[src/rtl/dcf77_sync_ctrl.sv]
// dcf77_sync_ctrl: DCF77 frame plausibility/lock controller with sync strobe; optional statistics via DCF77_SYNC_STATS_EN
module dcf77_sync_ctrl #(
  parameter int REQUIRED_MATCHES = 2,
  parameter int HOLDOVER_MIN = 60,
  parameter int FRAME_TIMEOUT = 6100
) (
  input  logic       clk,
  input  logic       reset_n,
  input  logic       clk_en,
  input  logic       frame_valid,
  input  logic [7:0] frame_year,
  input  logic [7:0] frame_month,
  input  logic [7:0] frame_day,
  input  logic [7:0] frame_hour,
  input  logic [7:0] frame_minute,
  input  logic [2:0] frame_day_of_week,
  output logic       dcf77_sync,
  output logic [7:0] sync_year,
  output logic [7:0] sync_month,
  output logic [7:0] sync_day,
  output logic [7:0] sync_hour,
  output logic [7:0] sync_minute,
  output logic [2:0] sync_day_of_week,
  output logic       locked,
  output logic       holdover,
  output logic [15:0] good_frames,
  output logic [15:0] rejected_frames
);
  typedef enum logic [1:0] {UNLOCKED, CANDIDATE, LOCKED, HOLDOVER} state_t;
  typedef struct packed {
    logic [7:0] year;
    logic [7:0] month;
    logic [7:0] day;
    logic [2:0] dow;
    logic [7:0] hour;
    logic [7:0] minute;
  } stamp_t;
  localparam stamp_t RESET_STAMP = '{year: 8'h00, month: 8'h01, day: 8'h01, dow: 3'd1, hour: 8'h00, minute: 8'h00};
  localparam logic [2:0] MATCH_LIM = 3'(REQUIRED_MATCHES);
  localparam logic [7:0] MISS_LIM = 8'(HOLDOVER_MIN);
  localparam logic [12:0] TICK_LAST = 13'(FRAME_TIMEOUT - 1);
  localparam logic [12:0] TICK_RELOAD = 13'(FRAME_TIMEOUT - 6000);

  state_t state_q, state_d;
  stamp_t frame, ref_q, ref_d, sync_q, sync_d;
  logic [12:0] tick_q, tick_d;
  logic [2:0] match_q, match_d, match_inc;
  logic [7:0] miss_q, miss_d, miss_inc;
  logic dcf77_sync_q, dcf77_sync_d, locked_q, locked_d, holdover_q, holdover_d;
  logic timeout, issue, plausible, min_wrap, midnight;
  logic [7:0] exp_minute, exp_hour;

  assign frame = {frame_year, frame_month, frame_day, frame_day_of_week, frame_hour, frame_minute};
  assign timeout = clk_en && !frame_valid && tick_q == TICK_LAST;
  assign tick_d = frame_valid ? '0 : timeout ? TICK_RELOAD : clk_en ? tick_q + 13'd1 : tick_q;
  assign match_inc = match_q + 3'd1;
  assign miss_inc = miss_q + 8'd1;
  assign min_wrap = ref_q.minute == 8'h59;
  assign midnight = min_wrap && ref_q.hour == 8'h23;
  assign exp_minute = min_wrap ? 8'h00 :
                      ref_q.minute[3:0] == 4'd9 ? {ref_q.minute[7:4] + 4'd1, 4'd0} :
                      {ref_q.minute[7:4], ref_q.minute[3:0] + 4'd1};
  assign exp_hour = !min_wrap ? ref_q.hour : ref_q.hour == 8'h23 ? 8'h00 :
                    ref_q.hour[3:0] == 4'd9 ? {ref_q.hour[7:4] + 4'd1, 4'd0} :
                    {ref_q.hour[7:4], ref_q.hour[3:0] + 4'd1};
  assign plausible = frame.minute == exp_minute && frame.hour == exp_hour &&
                     (midnight || (frame.year == ref_q.year && frame.month == ref_q.month &&
                                   frame.day == ref_q.day && frame.dow == ref_q.dow));

  // lock state machine: candidate counting, lock, holdover and reference tracking
  always_comb begin
    state_d = state_q;
    match_d = match_q;
    miss_d = miss_q;
    ref_d = ref_q;
    issue = 1'b0;
    case (state_q)
      UNLOCKED: if (frame_valid) begin
        ref_d = frame;
        match_d = 3'd1;
        state_d = CANDIDATE;
      end
      CANDIDATE: if (frame_valid) begin
        ref_d = frame;
        match_d = plausible ? match_inc : 3'd1;
        if (plausible && match_inc == MATCH_LIM) begin
          state_d = LOCKED;
          miss_d = '0;
          issue = 1'b1;
        end
      end else if (timeout) state_d = UNLOCKED;
      default: if (frame_valid && plausible) begin
        ref_d = frame;
        miss_d = '0;
        state_d = LOCKED;
        issue = 1'b1;
      end else if (frame_valid || timeout) begin
        ref_d.hour = exp_hour;
        ref_d.minute = exp_minute;
        miss_d = miss_inc;
        state_d = miss_inc == MISS_LIM ? UNLOCKED : HOLDOVER;
      end
    endcase
  end

  // sync capture and strobe that lasts through the next clk_en cycle
  always_comb begin
    sync_d = issue ? frame : sync_q;
    dcf77_sync_d = issue ? 1'b1 : dcf77_sync_q && !clk_en;
    locked_d = state_d == LOCKED || state_d == HOLDOVER;
    holdover_d = state_d == HOLDOVER;
  end

  // state registers with synchronous active-low reset
  always_ff @(posedge clk) begin
    if (!reset_n) begin
      state_q <= UNLOCKED;
      tick_q <= '0;
      match_q <= '0;
      miss_q <= '0;
      ref_q <= RESET_STAMP;
      sync_q <= RESET_STAMP;
      dcf77_sync_q <= 1'b0;
      locked_q <= 1'b0;
      holdover_q <= 1'b0;
    end else begin
      state_q <= state_d;
      tick_q <= tick_d;
      match_q <= match_d;
      miss_q <= miss_d;
      ref_q <= ref_d;
      sync_q <= sync_d;
      dcf77_sync_q <= dcf77_sync_d;
      locked_q <= locked_d;
      holdover_q <= holdover_d;
    end
  end

  assign {sync_year, sync_month, sync_day, sync_day_of_week, sync_hour, sync_minute} = sync_q;
  assign dcf77_sync = dcf77_sync_q;
  assign locked = locked_q;
  assign holdover = holdover_q;

`ifdef DCF77_SYNC_STATS_EN
  logic [15:0] good_q, good_d, rej_q, rej_d;
  logic judged;
  assign judged = frame_valid && state_q != UNLOCKED;
  // saturating counts of frames judged against the reference
  always_comb begin
    good_d = good_q + {15'd0, judged && plausible && good_q != 16'hFFFF};
    rej_d = rej_q + {15'd0, judged && !plausible && rej_q != 16'hFFFF};
  end
  // statistics registers
  always_ff @(posedge clk) begin
    if (!reset_n) begin
      good_q <= '0;
      rej_q <= '0;
    end else begin
      good_q <= good_d;
      rej_q <= rej_d;
    end
  end
  assign good_frames = good_q;
  assign rejected_frames = rej_q;
`else
  assign good_frames = '0;
  assign rejected_frames = '0;
`endif
endmodule

[config.mk]
export PLATFORM = sky130hd
export DESIGN_NAME = dcf77_sync_ctrl
export DESIGN_NICKNAME = d
export VERILOG_FILES = /design/src/rtl/dcf77_sync_ctrl.sv
export SDC_FILE = /design/constraint.sdc
export NUM_CORES = 1
export LEC_CHECK = 0
export CORE_MARGIN = 4
export CORE_UTILIZATION = 55
export DETAILED_ROUTE_END_ITERATION = 8
export PLACE_DENSITY = 0.91
export SETUP_SLACK_MARGIN = 0.15
export SLEW_MARGIN = 0
export SYNTH_ARGS = -nofsm -noshare
export SYNTH_HDL_FRONTEND = slang
export SYNTH_SLANG_ARGS = --single-unit
[constraint.sdc]
create_clock -name clk -period 5.6 [get_ports clk]
set_input_delay 1.12 -clock clk [delete_from_list [all_inputs] [get_ports clk]]
set_output_delay 1.12 -clock clk [all_outputs]
set_load 0.01 [all_outputs]
==> impl_metrics.yaml, run 1 <==
synthesis:
  yosysWarnings: 0
  yosysTopAreaCellShare_pct: 37.6
  synth-main-ff-cell: "dfxtp_1"
  synth_edf_count: 0
  ys_ff_latch: 115
  syn_inst: 739
  avgSynthCellArea_um2: 8.28
  yosys.area.top_type: "dfxtp_1"
  netlist_area_mm2: 0.00612
  synth_common_cells: "nand2_1 (136), dfxtp_1 (115), nor2_1 (55)"
  async_flop_share_pct: 0
  synth-seq-area-share_pct: 37.6
  yosysMostFrequentCell: "nand2_1"
  synth.area.top_cells: "dfxtp_1 (38%), nand2_1 (8.3%), mux2i_1 (7.7%)"
  ys_types: 63
clock_tree:
  clock_latency_ns: 0.52
  cts_buffers: 17
  path_clk_slew_ns: 0.06
  cts_resized: 0
  postCtsHoldBufs: 0
  cts_num_sinks: 115
  cts_tree: "yes"
  htree_num_levels: 4
  clockBufferDepth: 2
  post_cts_buffers: 0
  cts-root-buf: "clkbuf_8"
timing:
  worst_slack_ns: 1.21
  rsz0062_at_grt: "false"
  finalSetupViolCount: 0
  maxSlewViolCount: 0
  post-route-period-util_pct: 78.3
  worst_slew_pin_slew_ns: 0.772
  fmax_mhz: 228
  whs_ns: 0.447
  fin_skew_ns: 0.00706
  fin_crit_ns: 4.39
  setup_tns_ns: 0
  maxSlewHeadroom_pct: 47.9
  hold_viol: 0
placement:
  io_buffers: 92
  gp_congestion: 0.891
  dp_slack_ns: 1.31
  dp_hpwl_mm: 10.4
  placed_area_mm2: 0.00695
worst_hold_path:
  min_path_cells: 2
  hold_path_class: "flip-flop to flip-flop"
  holdPathEnd: "sync_month[6]"
  holdCritStartpoint: "sync_month[6]"
route:
  firstDrtPassIters: 7
  via_count: 5424
  antenna_left: 0
  first_iter_violations: 442
  drc: 0
  routedWlPerCell_um: 16.0
  wirelength_mm: 15.5
  drt-vias-per-instance: 5.60
layout:
  nNetsFinal: 875
  n_fill_cell: 798
  synthToLayoutAreaGrowth_pct: 23.7
  fin_area_mm2: 0.00756
  drive_gt1_share_pct: 6.16
  diodes: 0
power:
  power_leakage_nw: 3.05
  power_density_mw_per_mm2: 287
  worst_ir_drop_vdd_mv: 0.176
die:
  die_area_mm2: 0.0129
  io_pins: 125
  core_area_mm2: 0.0108
  start_util_pct: 56.4
  die_w_um: 113
  row_count: 38
  die_h_um: 113
worst_setup_path:
  critPathBufInv: 1
  regToRegSetupSlack_ns: 1.21
  critical_path_required_ns: 6.03
  crit_fanout: 33
  cp_top_family: "simple AND/OR/NAND/NOR gates"
  worstSetupStartpointType: "flip-flop"
  cp.arrival_ns: 4.82
  r2r-start: "ref_q[0]"
  criticalPathCategory: "flip-flop to flip-flop"
  critical_path.cell_chain: "ha_1 > nand4b_4 > or2_1 > o311ai_0 > xor2_1 > nor3b_1 > nand4_2 > nor2b_4 > buf_4 > nand2_1 > a21oi_1"
  reg2regPathDepth: 11
  cp-end-kind: "flip-flop"
  slowest_delay_ns: 0.76
  rr_endpoint: "sync_hour[4]"
  cp_slowest_cell: "o311ai_0"
run:
  maxCapViolations: 0
global_route:
  antenna_found_initial: 0
  groute.usage.overall_pct: 24.6
  grt_pass1_wl_mm: 25.8
  first_global_vias: 5363
  grt_start_max_net_pins: 75
  overflow: 0
status:
  outcome: "complete, no violations"
==> sequential cells by signal, indices dropped and copies added, names as in the netlist, 3 cells and up <==
signal,cells
sync_minute,8
sync_year,8
sync_month,8
miss_q,8
sync_day,8
sync_hour,8
ref_q,43
tick_q,13
match_q,3
sync_day_of_week,3
==> placed cells by master (no fill, tap or decap), types with 6 or more instances in the layout <==
| cell type | count |
|---|---|
| clkdlybuf4s50_1 | 92 |
| ha_1 | 13 |
| mux2i_1 | 47 |
| or3_1 | 7 |
| buf_4 | 6 |
| xor2_1 | 44 |
| xnor2_1 | 8 |
| nor4_1 | 9 |
| and3_1 | 7 |
| conb_1 | 32 |
| nor3_1 | 7 |
| a21oi_1 | 54 |
| nor2_1 | 55 |
| nand2b_1 | 16 |
| clkbuf_16 | 16 |
| nand4_1 | 7 |
| nand3_1 | 17 |
| and2_1 | 7 |
| nand2_1 | 136 |
| o21ai_0 | 22 |
| dfxtp_1 | 115 |
| inv_1 | 13 |
==> per-layer routing <==
layer  share of wire [%]  vias to the layer above  track usage [%]
met1                  41                     2524             29.0
met2                  48                      238             41.6
met5                   0                        -                0
met4                 2.2                        0             8.57
li1                    -                     2619                -
met3                 8.2                       43             8.44
==> final cells by class <==
class	instances	area [um2]	area share, %
multi-input cells	569	3460	45.7
flip-flops and latches	115	2300	30.4
repair buffers	98	966	12.8
clock buffers	17	414	5.47
clock inverters	15	196	2.60
well taps	140	175	2.32
inverters	14	52.6	0.695
==> power breakdown <==
part	switching [mW]	internal, mW	total (mW)
Combinational	0.105	0.0838	0.188
Clock	0.428	0.691	1.12
Sequential	0.0228	0.838	0.861
==> cell families (layout without fill, tap and decap cells) <==
kind of cell	after synthesis	count (layout)	share of synthesized area, %
AO/OA/AOI/OAI	124	124	12.7
XOR/XNOR	53	53	7.83
adder cells (fa/ha/maj)	13	13	2.66
buffers and inverters	86	144	7.94
flip-flops	115	115	37.6
multiplexers	48	48	7.87
other	1	32	0.0613
AND/OR/NAND/NOR	299	299	23.3
==> worst register-to-register path: stages, from the launching register on <==
cell and delay (ns):
dfxtp_1 0.45, ha_1 0.37, nand4b_4 0.19, or2_1 0.43, o311ai_0 0.76, xor2_1 0.20
nor3b_1 0.40, nand4_2 0.35, nor2b_4 0.36, buf_4 0.40, nand2_1 0.15, a21oi_1 0.22
==> per-stage QoR <==
stage	power, mW	util (%)	std cells
after floorplan	1.00	-	770
after detailed placement	1.06	64.2	936
after CTS	2.17	69.8	968
final	2.17	69.8	968
after global placement	1.05	64.2	936
after global routing	2.24	69.8	968
==> how the worst max path moves through the flow <==
stage                               start  slack, ns  cells past startpoint           end
final                            ref_q[0]       1.21                     11  sync_hour[4]
after floorplan           frame_minute[4]       2.51                     13     ref_q[16]
after detailed placement    frame_hour[7]       1.31                     11  sync_year[5]
after global routing             ref_q[0]       0.96                     11  sync_hour[4]
after global placement      frame_hour[7]       1.45                     11   sync_day[3]
after CTS                        ref_q[0]       1.30                     11  sync_hour[4]
Power figures use the tool's default switching activity.
==> run 2: changes to the inputs <==
--- a/config.mk
+++ b/config.mk
@@ -6,9 +6,9 @@
 export NUM_CORES = 1
 export LEC_CHECK = 0
 export CORE_MARGIN = 4
-export CORE_UTILIZATION = 55
+export CORE_UTILIZATION = 47
 export DETAILED_ROUTE_END_ITERATION = 8
-export PLACE_DENSITY = 0.91
+export PLACE_DENSITY = 0.83
 export SETUP_SLACK_MARGIN = 0.15
 export SLEW_MARGIN = 0
 export SYNTH_ARGS = -nofsm -noshare
==> constraint.sdc (replaced) <==
create_clock -name clk -period 4 [get_ports clk]
set_input_delay 0.8 -clock clk [delete_from_list [all_inputs] [get_ports clk]]
set_output_delay 0.8 -clock clk [all_outputs]
set_load 0.01 [all_outputs]
==> impl_metrics.yaml, run 2 (same netlist as run 1, synthesis figures left out) <==
status:
  outcome: "complete, no violations"
layout:
  mostFrequentLayoutCell: "nand2_1"
  diodes: 0
  largest_register_ff_count: 43
  utilization_pct: 60.6
  top_register: "ref_q"
  nNetsFinal: 881
  stdcell_count: 1006
  reg_top3: "ref_q x43, tick_q x13"
  final_cell_mix: "nand2_1 (136), dfxtp_1 (115), clkdlybuf4s50_1 (92)"
  synthToLayoutAreaGrowth_pct: 25.5
  drive_gt1_share_pct: 6.59
placement:
  dp_hpwl_mm: 10.3
  dp.cells: 974
  gp_congestion: 0.898
  io_buffers: 92
clock_tree:
  clock_latency_ns: 0.42
  postCtsHoldBufs: 0
  cts_tree: "yes"
  cts-root-buf: "clkbuf_16"
  cts_num_sinks: 115
  htree_num_levels: 4
  path_clk_slew_ns: 0.06
  cts_resized: 0
  post_cts_buffers: 0
  cts_buffers: 17
  clockBufferDepth: 2
route:
  routedWlPerCell_um: 14.9
  drc: 0
  antenna_left: 0
  wirelength_mm: 15.0
  via_count: 5329
  first_iter_violations: 394
  drt-vias-per-instance: 5.30
  firstDrtPassIters: 4
worst_hold_path:
  hold_path_class: "flip-flop to flip-flop"
power:
  p_comb_share_pct: 8.4
  seq_power_share_pct: 39.0
  worst_ir_drop_vdd_mv: 0.362
  swShare_pct: 23.3
  power_density_mw_per_mm2: 402
  p_sw_mw: 0.719
  clock_power_share_pct: 52.6
  power_leakage_nw: 3.10
  intPower_mw: 2.37
worst_setup_path:
  criticalPathCategory: "flip-flop to flip-flop"
  crit_fanout: 27
  cp-end-kind: "flip-flop"
  critical_path_required_ns: 4.27
  cp.arrival_ns: 3.77
  worstSetupStartpointType: "flip-flop"
timing:
  worst_slew_pin_slew_ns: 0.788
  fmax_mhz: 286
  setup_tns_ns: 0
  fin_skew_ns: 0.00620
  fin_crit_ns: 3.49
  finalSetupViolCount: 0
  maxSlewHeadroom_pct: 47.4
  post-route-period-util_pct: 87.3
  maxSlewViolCount: 0
  hold_viol: 0
  rsz0062_at_grt: "false"
die:
  row_count: 41
  start_util_pct: 48.3
  io_pins: 125
  die_w_um: 122
  die_h_um: 122
  core_area_mm2: 0.0127
  die_area_mm2: 0.0149
global_route:
  antenna_found_initial: 0
  grt_use_met3_pct: 7.10
  grt_start_max_net_pins: 75
  overflow: 0
  groute.usage.overall_pct: 20.3
  grt_pass1_wl_mm: 24.1
  grt_util_met2_pct: 33.1
  top_usage_layer: "met2"
  grt_use_met1_pct: 25.1
  first_global_vias: 5049
run:
  maxCapViolations: 0
-- run 2: cell types whose count changed in the layout (fill, tap and decap cells not counted), sizes merged --
cell / change
inv: -4
clkinv: +2
clkbuf: +3
buf: +6
bufinv: +1
clkinvlp: -2
-- run 2: worst paths after layout --
kind                             startpoint          end  slack, ns  cells past startpoint
worst max register to register     ref_q[0]    ref_q[27]       0.51                     12
worst max-delay path               ref_q[0]    ref_q[27]       0.51                     12
worst min-delay path            sync_day[6]  sync_day[6]       0.45                      2
worst min register to register  sync_day[6]  sync_day[6]       0.45                      2
-- run 2: power by group through the flow --
stage	Sequential [mW]	Clock (mW)	Combinational (mW)
after global placement	1.23	0	0.252
final	1.20	1.62	0.260
after global routing	1.21	1.70	0.286
after floorplan	1.22	0	0.189
after detailed placement	1.23	0	0.256
after CTS	1.20	1.64	0.259
-- run 2: layout make-up --
type / count / area (um2)
clock buffer: 20 / 457
clock inverter: 12 / 178
inverter: 14 / 52.6
tap: 172 / 215
timing repair buffer: 104 / 1020
multi-input combinational: 569 / 3450
fill: 1089 / 4990
sequential: 115 / 2300
-- run 2: routing by layer --
metal	vias up	wire, um
li1	2630	-
met1	2519	6390
met2	163	7340
met3	17	1080
met4	0	178
met5	-	0
-- run 2: worst max-delay path, cell delays in order, from the launching register on --
cell and delay (ns):
dfxtp_1 0.42, ha_1 0.34, nand4b_4 0.18, or2_1 0.28
o311ai_0 0.50, xor2_1 0.20, nor3b_1 0.36, nand4_2 0.17
buf_4 0.21, and2_1 0.14, buf_4 0.27, mux2i_1 0.21
nand2_1 0.08
-- run 2: per-stage QoR --
step | cell area (um2) | setup WS (ns) | power [mW] | hold slack, ns
4_1_cts | 7680 | 0.514 | 3.11 | 0.450
5_1_grt | 7680 | 0.158 | 3.19 | 0.458
2_1_floorplan | 6230 | 0.923 | 1.41 | 0.439
3_3_place_gp | 7040 | 0.456 | 1.48 | 0.437
6_report | 7680 | 0.507 | 3.09 | 0.447
3_5_place_dp | 7040 | 0.414 | 1.48 | 0.443
==> run 3: changes to the inputs <==
--- a/config.mk
+++ b/config.mk
@@ -5,10 +5,12 @@
 export SDC_FILE = /design/constraint.sdc
 export NUM_CORES = 1
 export LEC_CHECK = 0
+export CORE_ASPECT_RATIO = 2
 export CORE_MARGIN = 4
 export CORE_UTILIZATION = 47
 export DETAILED_ROUTE_END_ITERATION = 8
 export PLACE_DENSITY = 0.83
+export RECOVER_POWER = 50
 export SETUP_SLACK_MARGIN = 0.15
 export SLEW_MARGIN = 0
 export SYNTH_ARGS = -nofsm -noshare
==> impl_metrics.yaml, run 3 (same netlist as run 1, synthesis figures left out) <==
global_route:
  antenna_found_initial: 0
  overflow: 0
  grt_pass1_wl_mm: 25.7
  first_global_vias: 5539
  grt_start_max_net_pins: 75
  groute.usage.overall_pct: 22.0
worst_setup_path:
  worstSetupStartpointType: "flip-flop"
  cp-startpoint: "ref_q[0]"
  criticalPathCategory: "flip-flop to flip-flop"
  cp.arrival_ns: 3.98
  crit_fanout: 36
  critical_path_required_ns: 4.28
  r2r-start: "ref_q[0]"
  cp-end-kind: "flip-flop"
power:
  swShare_pct: 23.5
  power_density_mw_per_mm2: 390
  p_sw_mw: 0.699
  p_total_mw: 2.98
  worst_ir_drop_vdd_mv: 0.320
  seq_power_share_pct: 40.4
  clock_power_share_pct: 50.5
  power_leakage_nw: 3.22
  intPower_mw: 2.28
  p_comb_share_pct: 9.1
layout:
  stdcell_count: 986
  top_register: "ref_q"
  reg_top3: "ref_q x43, tick_q x13"
  drive_gt1_share_pct: 6.58
  synthToLayoutAreaGrowth_pct: 25.0
  final_cell_mix: "nand2_1 (137), dfxtp_1 (115), nor2_1 (55)"
  largest_register_ff_count: 43
  utilization_pct: 60.2
  nNetsFinal: 885
  diodes: 0
  fin_area_mm2: 0.00764
  mostFrequentLayoutCell: "nand2_1"
route:
  drt-vias-per-instance: 5.62
  firstDrtPassIters: 5
  first_iter_violations: 334
  drc: 0
  antenna_left: 0
  via_count: 5545
  wirelength_mm: 16.3
  routedWlPerCell_um: 16.6
timing:
  maxSlewHeadroom_pct: 46.5
  fin_skew_ns: 0.0162
  maxSlewViolCount: 0
  rsz0062_at_grt: "false"
  hold_viol: 0
  fmax_mhz: 270
  worst_slack_ns: 0.298
  setup_tns_ns: 0
  fin_crit_ns: 3.70
  finalSetupViolCount: 0
  worst_slew_pin_slew_ns: 0.802
  whs_ns: 0.444
  post-route-period-util_pct: 92.6
die:
  die_w_um: 88.7
  io_pins: 125
  start_util_pct: 48.2
  die_h_um: 169
  die_area_mm2: 0.0150
  core_area_mm2: 0.0127
  row_count: 58
clock_tree:
  clock_latency_ns: 0.41
  cts-root-buf: "clkbuf_16"
  clockBufferDepth: 2
  path_clk_slew_ns: 0.05
  cts_resized: 0
  cts_buffers: 17
  post_cts_buffers: 0
  postCtsHoldBufs: 0
  cts_num_sinks: 115
  cts_tree: "yes"
  htree_num_levels: 4
placement:
  placed_area_mm2: 0.00709
  dp.cells: 956
  dp_slack_ns: 0.287
  gp_congestion: 0.902
  dp_hpwl_mm: 11.8
  io_buffers: 92
run:
  maxCapViolations: 0
status:
  outcome: "complete, no violations"
worst_hold_path:
  hold_path_class: "flip-flop to flip-flop"
  holdCritStartpoint: "sync_minute[0]"
[run 3: cell type report]
cell class	instances	area, um2
tap	150	188
timing repair buffer	108	1080
multi-input combinational	569	3440
sequential	115	2300
clock inverter	10	135
inverter	14	52.6
clock buffer	20	447
fill	1044	5060
[run 3: metal layers]
metal	GRT usage, %	wire [um]
met1	21.1	5630
met2	39.1	8730
met5	0	0
met4	16.9	1050
met3	4.76	935
[run 3: critical path, stage by stage (launching register included)]
cell and delay, ns:
dfxtp_1 0.46, ha_1 0.24, nand4b_1 0.20, or2_0 0.38, or4_4 0.58, a21boi_0 0.35, o2111a_1 0.28, and3_1 0.24
nand3_2 0.24, buf_4 0.35, nand4_1 0.14, o21ai_0 0.10
[run 3: power by group through the flow]
stage,combinational [mW],sequential (mW),clock [mW]
after global routing,0.297,1.21,1.57
after CTS,0.271,1.20,1.53
after detailed placement,0.268,1.23,0
after global placement,0.264,1.23,0
final,0.272,1.20,1.50
after floorplan,0.189,1.22,0
[run 3: final timing paths]
path	slack, ns	cells after the start	endpoint
max	0.30	11	miss_q[7]
min	0.44	2	sync_minute[0]
max reg2reg	0.30	11	miss_q[7]
min reg2reg	0.44	2	sync_minute[0]
